File: src/rtl/water_level_ctrl.sv
// -----------------------------------------------------------------------------
// water_level_ctrl
//
// Tub water-level controller for the washing machine. It drives the fill valve
// and the drain pump from a noisy level sensor. Level decisions are debounced
// by a filter that needs FILT_N consecutive qualifying valid samples. Time
// spent filling or draining is bounded by a timeout that traps into FAULT.
//
// States: IDLE, FILLING, FULL, DRAINING, FAULT. All outputs are registered
// Moore outputs. They are decoded from the next state, so they change on the
// same edge as the state register.
//
// Ports:
//   clk           in   1         single clock, rising edge
//   rst           in   1         asynchronous, active-low reset
//   fill_req      in   1         level request from the machine controller
//   drain_req     in   1         drain request (wins over fill_req)
//   clear_fault   in   1         single-cycle fault acknowledge
//   sensor_valid  in   1         sensor sample strobe
//   sensor_level  in   SENSOR_W  raw level code
//   fill_valve    out  1         fill valve drive
//   drain_pump    out  1         drain pump drive
//   water_level   out  1         filtered "tub full" indication
//   empty         out  1         filtered "tub empty" indication
//   fault         out  1         timeout / overflow fault
//
// Build option:
//   WLC_OVERFLOW_EN  When defined, a valid sample at or above OVF_TH forces
//                    FAULT from any other state. While in FAULT the pump then
//                    runs until a valid sample at or below EMPTY_TH is seen.
//                    When undefined, there is no overflow logic and the pump
//                    stays off in FAULT.
// -----------------------------------------------------------------------------
module water_level_ctrl #(
    parameter int unsigned SENSOR_W = 8,
    parameter int unsigned FULL_TH  = 200,
    parameter int unsigned HYST     = 16,
    parameter int unsigned EMPTY_TH = 8,
    parameter int unsigned FILT_N   = 4,
    parameter int unsigned TIMEOUT  = 1000
`ifdef WLC_OVERFLOW_EN
    ,
    parameter int unsigned OVF_TH   = 240
`endif
) (
    input  logic                clk,
    input  logic                rst,
    input  logic                fill_req,
    input  logic                drain_req,
    input  logic                clear_fault,
    input  logic                sensor_valid,
    input  logic [SENSOR_W-1:0] sensor_level,
    output logic                fill_valve,
    output logic                drain_pump,
    output logic                water_level,
    output logic                empty,
    output logic                fault
);

    // -------------------------------------------------------------------------
    // Constants
    // -------------------------------------------------------------------------
    localparam int unsigned CNT_W = $clog2(FILT_N + 1);
    localparam int unsigned TMR_W = $clog2(TIMEOUT + 1);

    localparam logic [SENSOR_W-1:0] FULL_LVL  = SENSOR_W'(FULL_TH);
    localparam logic [SENSOR_W-1:0] TOPUP_LVL = SENSOR_W'(FULL_TH - HYST);
    localparam logic [SENSOR_W-1:0] EMPTY_LVL = SENSOR_W'(EMPTY_TH);

    localparam logic [CNT_W-1:0] FILT_MAX  = CNT_W'(FILT_N);
    localparam logic [CNT_W-1:0] FILT_LAST = CNT_W'(FILT_N - 1);
    localparam logic [TMR_W-1:0] TMR_MAX   = TMR_W'(TIMEOUT);
    localparam logic [TMR_W-1:0] TMR_LAST  = TMR_W'(TIMEOUT - 1);

    localparam logic [2:0] S_IDLE     = 3'd0;
    localparam logic [2:0] S_FILLING  = 3'd1;
    localparam logic [2:0] S_FULL     = 3'd2;
    localparam logic [2:0] S_DRAINING = 3'd3;
    localparam logic [2:0] S_FAULT    = 3'd4;

    // -------------------------------------------------------------------------
    // Signals
    // -------------------------------------------------------------------------
    logic [2:0]       state_q, state_d;
    logic [CNT_W-1:0] cnt_q, cnt_d, cnt_step;
    logic [TMR_W-1:0] tmr_q, tmr_d;

    logic             qual;          // current sample meets this state's level test
    logic             filt_hit;      // this sample is the FILT_N-th qualifying one
    logic             timed_state;   // timer runs only while filling/draining
    logic             tmr_expired;   // timer reaches TIMEOUT at this edge
    logic             state_change;

    logic             fill_valve_q, fill_valve_d;
    logic             drain_pump_q, drain_pump_d;
    logic             water_level_q, water_level_d;
    logic             empty_q, empty_d;
    logic             fault_q, fault_d;

`ifdef WLC_OVERFLOW_EN
    localparam logic [SENSOR_W-1:0] OVF_LVL = SENSOR_W'(OVF_TH);

    logic ovf_hit;                   // overflow sample outside FAULT
    logic ovf_drain_q, ovf_drain_d;  // pump still emptying the tub in FAULT

    assign ovf_hit = sensor_valid && (sensor_level >= OVF_LVL) && (state_q != S_FAULT);
`endif

    // -------------------------------------------------------------------------
    // Level filter
    // The level test depends on the state. In IDLE and FAULT nothing
    // qualifies, so any valid sample there holds the count at 0.
    // -------------------------------------------------------------------------
    // NOTE: every combinational output gets a default before the case, so no
    // path leaves it unassigned and no latch is inferred.
    always_comb begin
        qual = 1'b0;
        case (state_q)
            S_FILLING:  qual = (sensor_level >= FULL_LVL);
            S_FULL:     qual = (sensor_level <  TOPUP_LVL);
            S_DRAINING: qual = (sensor_level <= EMPTY_LVL);
            default:    qual = 1'b0;
        endcase
    end

    always_comb begin
        cnt_step = cnt_q;
        if (sensor_valid) begin
            if (!qual) begin
                cnt_step = '0;
            end else if (cnt_q != FILT_MAX) begin
                cnt_step = cnt_q + CNT_W'(1);
            end
        end
    end

    // The decision fires on the sample that brings the count to FILT_N. A
    // saturated count still needs a fresh qualifying sample to act.
    assign filt_hit = sensor_valid && qual && (cnt_q >= FILT_LAST);

    // -------------------------------------------------------------------------
    // Timeout timer
    // -------------------------------------------------------------------------
    assign timed_state = (state_q == S_FILLING) || (state_q == S_DRAINING);
    assign tmr_expired = timed_state && (tmr_q >= TMR_LAST);

    // -------------------------------------------------------------------------
    // Next-state logic
    // -------------------------------------------------------------------------
    always_comb begin
        state_d = state_q;
        case (state_q)
            S_IDLE: begin
                if (drain_req) begin
                    state_d = S_DRAINING;
                end else if (fill_req) begin
                    state_d = S_FILLING;
                end
            end
            S_FILLING: begin
                if (filt_hit) begin
                    state_d = S_FULL;
                end else if (tmr_expired) begin
                    state_d = S_FAULT;
                end else if (drain_req) begin
                    state_d = S_DRAINING;
                end else if (!fill_req) begin
                    state_d = S_IDLE;
                end
            end
            S_FULL: begin
                // Draining wins over a top-up. Without fill_req the tub
                // just sits full.
                if (drain_req) begin
                    state_d = S_DRAINING;
                end else if (filt_hit && fill_req) begin
                    state_d = S_FILLING;
                end
            end
            S_DRAINING: begin
                // fill_req is deliberately ignored until the tub is empty.
                if (filt_hit) begin
                    state_d = S_IDLE;
                end else if (tmr_expired) begin
                    state_d = S_FAULT;
                end
            end
            S_FAULT: begin
                if (clear_fault) begin
                    state_d = S_IDLE;
                end
            end
            default: state_d = S_IDLE;
        endcase
`ifdef WLC_OVERFLOW_EN
        // Overflow is a safety trap and overrides every other transition.
        if (ovf_hit) begin
            state_d = S_FAULT;
        end
`endif
    end

    assign state_change = (state_d != state_q);

    // The filter and the timer both restart on every state change.
    assign cnt_d = state_change ? '0 : cnt_step;

    always_comb begin
        tmr_d = '0;
        if (timed_state && !state_change) begin
            // Saturate rather than wrap. A wrapped timer would hide a timeout.
            tmr_d = (tmr_q == TMR_MAX) ? tmr_q : tmr_q + TMR_W'(1);
        end
    end

    // -------------------------------------------------------------------------
    // Output decode from the next state
    // -------------------------------------------------------------------------
`ifdef WLC_OVERFLOW_EN
    always_comb begin
        ovf_drain_d = ovf_drain_q;
        if (state_d == S_FAULT && state_q != S_FAULT) begin
            ovf_drain_d = 1'b1;
        end else if (state_q == S_FAULT && sensor_valid && (sensor_level <= EMPTY_LVL)) begin
            ovf_drain_d = 1'b0;
        end
    end
`endif

    always_comb begin
        fill_valve_d  = (state_d == S_FILLING);
        water_level_d = (state_d == S_FULL);
        fault_d       = (state_d == S_FAULT);
`ifdef WLC_OVERFLOW_EN
        drain_pump_d  = (state_d == S_DRAINING) || ((state_d == S_FAULT) && ovf_drain_d);
`else
        drain_pump_d  = (state_d == S_DRAINING);
`endif
        // empty is sticky. It is set only by a completed drain and is
        // cleared when filling starts.
        empty_d = empty_q;
        if (state_q == S_DRAINING && state_d == S_IDLE) begin
            empty_d = 1'b1;
        end else if (state_d == S_FILLING && state_q != S_FILLING) begin
            empty_d = 1'b0;
        end
    end

    // -------------------------------------------------------------------------
    // Registers
    // The outputs are flops on the async reset, so asserting rst drops both
    // valves at once, without waiting for a clock edge.
    // -------------------------------------------------------------------------
    // NOTE: sequential state uses non-blocking assignments, so every flop
    // samples pre-edge values no matter the order the blocks evaluate in.
    always_ff @(posedge clk or negedge rst) begin
        if (!rst) begin
            state_q       <= S_IDLE;
            cnt_q         <= '0;
            tmr_q         <= '0;
            fill_valve_q  <= 1'b0;
            drain_pump_q  <= 1'b0;
            water_level_q <= 1'b0;
            empty_q       <= 1'b0;
            fault_q       <= 1'b0;
        end else begin
            state_q       <= state_d;
            cnt_q         <= cnt_d;
            tmr_q         <= tmr_d;
            fill_valve_q  <= fill_valve_d;
            drain_pump_q  <= drain_pump_d;
            water_level_q <= water_level_d;
            empty_q       <= empty_d;
            fault_q       <= fault_d;
        end
    end

`ifdef WLC_OVERFLOW_EN
    always_ff @(posedge clk or negedge rst) begin
        if (!rst) begin
            ovf_drain_q <= 1'b0;
        end else begin
            ovf_drain_q <= ovf_drain_d;
        end
    end
`endif

    assign fill_valve  = fill_valve_q;
    assign drain_pump  = drain_pump_q;
    assign water_level = water_level_q;
    assign empty       = empty_q;
    assign fault       = fault_q;

endmodule
File: config.mk
export PLATFORM = sky130hd
export DESIGN_NAME = water_level_ctrl
export DESIGN_NICKNAME = d
export VERILOG_FILES = /design/src/rtl/water_level_ctrl.sv
export SDC_FILE = /design/constraint.sdc
export NUM_CORES = 1
export LEC_CHECK = 0
export ABC_AREA = 1
export CAP_MARGIN = 15
export CORE_ASPECT_RATIO = 0.8
export CORE_MARGIN = 5
export CORE_UTILIZATION = 45
export DETAILED_ROUTE_END_ITERATION = 8
export PLACE_DENSITY_LB_ADDON = 0.2
export SLEW_MARGIN = 15
export SYNTH_ARGS = -nofsm -noshare
export SYNTH_HDL_FRONTEND = slang
export SYNTH_SLANG_ARGS = --single-unit
File: constraint.sdc
create_clock -name clk -period 3.5 [get_ports clk]
set_input_delay 0.35 -clock clk [delete_from_list [all_inputs] [get_ports clk]]
set_output_delay 0.35 -clock clk [all_outputs]
set_load 0.05 [all_outputs]
==> flow_summary.ini, run 1 <==
[run_status]
run_status = finished clean

[sta]
setup-tns-final_ns = 0
fin_crit_ns = 2.05
max-slew-margin-rel_pct = 39.4
number_of_setup_violations_in_the_final_report = 0
worst_hold_slack_ns = 0.486
hold_violations = 0
skew_ns = 0.00316
fmax_mhz = 489
rsz0062_at_grt = no
final_cycle_share_pct = 58.5
final_max_slew_viol_count = 0
worst-slew-pin-transition_ns = 0.906

[grt]
number_of_antenna_violations_at_the_first_check_in_global_routing = 0
grt-ovfl-total = 0
first_pass_grt_wire_length_um = 4730
grt_start_max_net_pins = 22
grt_pass1_vias = 1080
grt_usage_pct = 14.1

[die]
die_width_um = 70.3
pin_count = 19
die_h_um = 58.2
die-area_mm2 = 0.00409
design.core.area_mm2 = 0.00277
fp-row-count = 17
start_util_pct = 47.3

[route]
detail_route.drc_violations = 0
ant_nets = 0
vias = 1074
detailedRoute.firstPassIterationCount = 5
drt_iter0_drc = 50
detail_route.vias_per_cell = 4.71
avgRoutedWirePerCell_um = 10.9
totalWireLength_um = 2480

[cells_and_area]
final_cells = 228
antennaDiodeCount = 0
final_cell_area_mm2 = 0.00155
syn2layout_area_growth_pct = 18.5
post_layout_nets = 210
postLayoutCoreUtil_pct = 56.1
drive_above_1_share_pct = 8.95
fill_cells = 253

[critical_path]
timing.critical_path.required_ns = 3.74
worst_path_largest_cell_delay_ns = 0.56
worstPathCellList = inv_2, nor3_2, nand2_1, nand2_1, nand2_2, nand2_4, nand2_4, a21oi_4, nand3_1, a21oi_2, nand3_4, nor2_1
highest_fanout_seen_on_the_critical_path = 10
startpoint_type = register
criticalPathCategory = register to register
worst-endpoint-arrival_ns = 2.29
critical_path_capture_point_type = register
crit_path_top_delay_cell = dfrtp_1

[place]
port-buffer-count = 18
placedCellCount = 224
gp_routability_congestion = 0.833
place_area_mm2 = 0.00153
post-dp-hpwl_um = 2020

[logic_synthesis]
synth_top_cell_by_area = dfrtp_1
yosys_warnings = 0
post_synth_main_area_contributors = dfrtp_1 (40%), nand2_1 (8.9%), inv_1 (8.3%)
synthesis.area_per_instance_um2 = 7.74
synthCells = 169
combined_area_of_all_synthesized_cells_mm2 = 0.00131
postSynthRegisterBits = 21
synth_cell_type_count = 27
synth-seq-area-share_pct = 40.2
synth_top_area_share_pct = 40.2
synth.net_count = 188

[clock_tree]
clock_insertion_delay_worst_skew_ns = 0.30
cts.root.buffer_cell = clkbuf_4
cts_inserted_buffers = 3
postCtsSetupRepairBufs = 0
tritoncts_num_sinks = 21
number_of_instances_resized_during_post_cts_repair = 0
path_clk_slew_ns = 0.11
htreeDepth = 1
cts.path.max_buffers = 2
clock_tree_from_tritoncts = done
hold_buffers = 0

[job]
max-cap-violations = 0

[power]
power_density_mw_per_mm2 = 599
pwr-share-clk_pct = 12.4
power.switching_fraction_pct = 47.0
cell_internal_pwr_uw = 493
sequentialPowerShare_pct = 35.5
netSwitchingPower_uw = 437
combPwrFrac_pct = 52.1
peakVddDrop_mv = 0.249
power.static_leakage_nw = 0.717

[worst_hold_path]
hold_path_class = register to register
[power by group through the flow]
stage	logic, mW	clock network (mW)	registers (mW)
2_1_floorplan	0.329	0	0.376
3_3_place_gp	0.480	0	0.332
3_5_place_dp	0.488	0	0.336
4_1_cts	0.489	0.122	0.331
5_1_grt	0.543	0.132	0.337
6_report	0.484	0.115	0.330
[cell usage after synthesis]
cell / number
a21oi_4: 1
nor3_1: 4
nand3_4: 1
nor2_1: 23
buf_6: 1
nand3_1: 13
a21oi_2: 2
inv_1: 29
nor3_2: 1
nand4_1: 5
xor2_1: 6
nand3_2: 1
nor2_2: 1
nor4_1: 1
o22ai_1: 1
nand2_2: 2
nand2_4: 2
dfrtp_1: 21
ha_1: 5
xnor2_1: 2
o21a_1: 3
inv_2: 2
o21ai_1: 1
nand2_1: 31
a21oi_1: 4
o21ai_0: 5
or2_2: 1
[state kept, by name, summed over array words and instances, names as in the netlist]
name,count
tmr_q,10
cnt_q,3
state_q,3
drain_pump,1
empty,1
fault,1
fill_valve,1
water_level,1
[cell type report]
class | instances | area [um^2] | share of cell area, %
multi-input combinational | 116 | 656 | 42.3
sequential | 21 | 526 | 33.9
timing repair buffer | 18 | 180 | 11.6
inverter | 31 | 116 | 7.50
tap | 38 | 47.5 | 3.06
clock buffer | 4 | 26.3 | 1.69
[critical path: cells and delay by family, from the launching register on]
kind                   cells  cell delay [ns]
AND/OR/NAND/NOR            9             0.96
buffers and inverters      1             0.11
flip-flops                 1             0.56
AO/OA/AOI/OAI              2             0.35
[routing by layer]
metal	global-route usage [%]	share of wire [%]
met5	0	0
met4	2.46	0.48
met3	4.16	3.5
met2	24.7	47
met1	17.7	49
[path summary, 6_finish.rpt]
| check | from | end | slack, ns | cells after the start |
|---|---|---|---|---|
| max | state_q[1]$_DFF_PN0_ | tmr_q[4]$_DFFE_PN0P_ | 1.45 | 12 |
| min | tmr_q[0]$_DFFE_PN0P_ | tmr_q[0]$_DFFE_PN0P_ | 0.49 | 1 |
| max reg2reg | state_q[1]$_DFF_PN0_ | tmr_q[4]$_DFFE_PN0P_ | 1.45 | 12 |
| min reg2reg | tmr_q[0]$_DFFE_PN0P_ | tmr_q[0]$_DFFE_PN0P_ | 0.49 | 1 |
| max in group asynchronous | rst | state_q[1]$_DFF_PN0_ | 2.41 | 1 |
| min in group asynchronous | rst | tmr_q[5]$_DFFE_PN0P_ | 0.55 | 1 |
[layout by cell type (no fill, tap or decap)]
| master | n |
|---|---|
| nor3_2 | 1 |
| nand2_1 | 31 |
| o21ai_0 | 5 |
| o22ai_1 | 1 |
| inv_2 | 2 |
| o21a_1 | 3 |
| clkdlybuf4s50_1 | 18 |
| inv_1 | 29 |
| o21ai_1 | 1 |
| clkbuf_1 | 1 |
| a21oi_1 | 4 |
| nand3_4 | 1 |
| nand2_4 | 2 |
| nand4_1 | 5 |
| clkbuf_4 | 3 |
| dfrtp_1 | 21 |
| xnor2_1 | 2 |
| nand3_1 | 13 |
| xor2_1 | 6 |
| nor4_1 | 1 |
| nand2_2 | 2 |
| a21oi_2 | 2 |
| nor3_1 | 4 |
| nand3_2 | 1 |
| ha_1 | 5 |
| nor2_2 | 1 |
| or2_2 | 1 |
| a21oi_4 | 1 |
| nor2_1 | 23 |
[kinds of logic after synthesis]
kind of cell	after synthesis	synth area share, %
AO/OA/AOI/OAI	17	8.60
XOR/XNOR	8	5.35
adder cells (fa/ha/maj)	5	4.78
buffers and inverters	32	9.75
flip-flops	21	40.2
AND/OR/NAND/NOR	86	31.4
[through the flow]
step           setup slack (ns)  total power, mW
6_report                   1.45            0.930
5_1_grt                    1.17             1.01
4_1_cts                    1.45            0.941
3_5_place_dp               1.21            0.824
3_3_place_gp               1.27            0.812
2_1_floorplan              1.75            0.705
(Power assumes the default switching activity.)
==> run 2, diff against run 1 <==
clock period = 1.75 ns   (was 3.5 ns; I/O delays follow)
==> run 2 against run 1 <==
Compared with the run above: the run now ends with negative setup slack left; maximum frequency increased by 5.4%; clock skew increased by 0.0044 ns; sequential share of layout area decreased by 7.5 points; global-route usage increased by 2.2 points; critical path depth increased by 1; routed wire length increased by 36%; core utilization increased by 16 points; flip-flop and latch count unchanged; die area unchanged; clock power increased by 100%; worst setup slack got worse by 1.6 ns; largest power group unchanged.
==> flow_summary.ini, run 2 (synthesized netlist as in run 1, its figures left out) <==
[run_status]
run_status = finished, violations left
failed_checks = negative setup slack

[cells_and_area]
drive_above_1_share_pct = 36.9
post_layout_nets = 253
syn2layout_area_growth_pct = 53.1
largest_register_ff_count = 10
antennaDiodeCount = 0
final_cell_area_mm2 = 0.00200
postLayoutCoreUtil_pct = 72.4
final_cells = 271
mostFrequentLayoutCell = buf_4
largest_register = tmr_q
top_library_cells_by_usage_in_the_layout_fill_and_taps_aside = buf_4 (40), inv_1 (25), nand2_1 (24)
layout_top_registers = tmr_q (10), cnt_q (3), state_q (3)

[worst_hold_path]
hold_path_class = input pin to asynchronous set/reset pin

[die]
die-area_mm2 = 0.00409
start_util_pct = 47.3
pin_count = 19
die_h_um = 58.2
design.core.area_mm2 = 0.00277
fp-row-count = 17
die_width_um = 70.3

[place]
post-dp-hpwl_um = 2290
placedCellCount = 254
place_area_mm2 = 0.00175
port-buffer-count = 18
gp_routability_congestion = 0.815

[job]
max-cap-violations = 0

[sta]
worst-slew-pin-transition_ns = 0.510
rsz0062_at_grt = yes
number_of_setup_violations_in_the_final_report = 17
hold_violations = 0
final_critical_path_setup_slack_ns = -0.193
max-slew-margin-rel_pct = 65.9
final_cycle_share_pct = 111
fin_crit_ns = 1.94
fmax_mhz = 515
final_max_slew_viol_count = 0
worst_hold_slack_ns = 0.200
skew_ns = 0.00756

[grt]
first_pass_grt_wire_length_um = 5420
grt_usage_pct = 16.4
grt_pass1_vias = 1279
number_of_antenna_violations_at_the_first_check_in_global_routing = 0
grt_start_max_net_pins = 22
grt-ovfl-total = 0

[route]
detail_route.vias_per_cell = 4.93
vias = 1336
avgRoutedWirePerCell_um = 12.4
ant_nets = 0
detailedRoute.firstPassIterationCount = 4
drt_iter0_drc = 72
totalWireLength_um = 3370
detail_route.drc_violations = 0

[power]
power_density_mw_per_mm2 = 1320
power.static_leakage_nw = 0.920
report.power.total_mw = 2.64
peakVddDrop_mv = 0.619

[clock_tree]
path_clk_slew_ns = 0.12
clock_insertion_delay_worst_skew_ns = 0.31
htreeDepth = 1
cts.path.max_buffers = 2
cts.root.buffer_cell = clkbuf_4
tritoncts_num_sinks = 21
clock_tree_from_tritoncts = done
cts_inserted_buffers = 3

[critical_path]
critical_path_capture_point_type = register
highest_fanout_seen_on_the_critical_path = 5
worst-endpoint-arrival_ns = 2.18
criticalPathCategory = register to register
timing.critical_path.required_ns = 1.99
startpoint_type = register
## run 2: cell count changes in the layout (fill, tap and decap cells not counted), sizes merged
cell,delta
nand3,+1
buf,+42
## run 2: path summary, 6_finish.rpt
kind | from | end | slack, ns | cells after the start
max in group asynchronous | rst | state_q[1]$_DFF_PN0_ | 1.33 | 2
setup / recovery | state_q[2]$_DFF_PN0_ | tmr_q[0]$_DFFE_PN0P_ | -0.19 | 13
hold reg to reg | empty$_DFFE_PN0P_ | empty$_DFFE_PN0P_ | 0.49 | 2
hold / removal | rst | water_level$_DFF_PN0_ | 0.20 | 2
setup reg to reg | state_q[2]$_DFF_PN0_ | tmr_q[0]$_DFFE_PN0P_ | -0.19 | 13
min in group clk | empty$_DFFE_PN0P_ | empty$_DFFE_PN0P_ | 0.49 | 2
## run 2: metrics by stage
stage	setup TNS (ns)	worst slack (ns)
detailed placement	-5.89	-0.383
global route	-5.17	-0.345
floorplan	0	0.0142
global placement	-4.34	-0.287
CTS	-1.23	-0.117
finish	-2.47	-0.193
## run 2: cell type report
type	instances	area, um^2
Sequential cell	21	528
Tap cell	38	47.5
Inverter	31	116
Timing Repair Buffer	60	503
Fill cell	205	762
Clock buffer	4	26.3
Multi-Input combinational cell	117	782
## run 2: timing repair
action                                  in CTS  in global routing
buffers inserted                             8                  4
endpoints found under the setup margin      16                 19
hold buffers                                 0                  0
pin swaps                                   12                  7
resized for setup                           18                 19
gates cloned                                 1                  0
## run 2: layer usage
| metal | share of wire [%] | GRT usage (%) |
|---|---|---|
| met4 | 1.0 | 3.28 |
| met3 | 3.5 | 4.33 |
| met5 | 0 | 0 |
| met1 | 42 | 18.0 |
| met2 | 54 | 31.7 |
## run 2: report_power, final
group	internal [mW]	leakage, nW	switching (mW)	total [mW]
Sequential	0.577	0.279	0.0725	0.650
Clock	0.0889	0.0150	0.145	0.234
Combinational	0.790	0.626	0.962	1.75
## run 2: worst max-delay path, cell delays in order, from the launching register on
cell     delay [ns]
dfrtp_1        0.45
inv_2          0.10
nand3_2        0.07
nor2_1         0.14
nand2_1        0.06
nand2_1        0.07
nand2_2        0.06
nand2_4        0.11
nand2_8        0.08
a21oi_4        0.14
nand3_2        0.10
a21oi_4        0.23
nand3_4        0.14
nor2_1         0.12
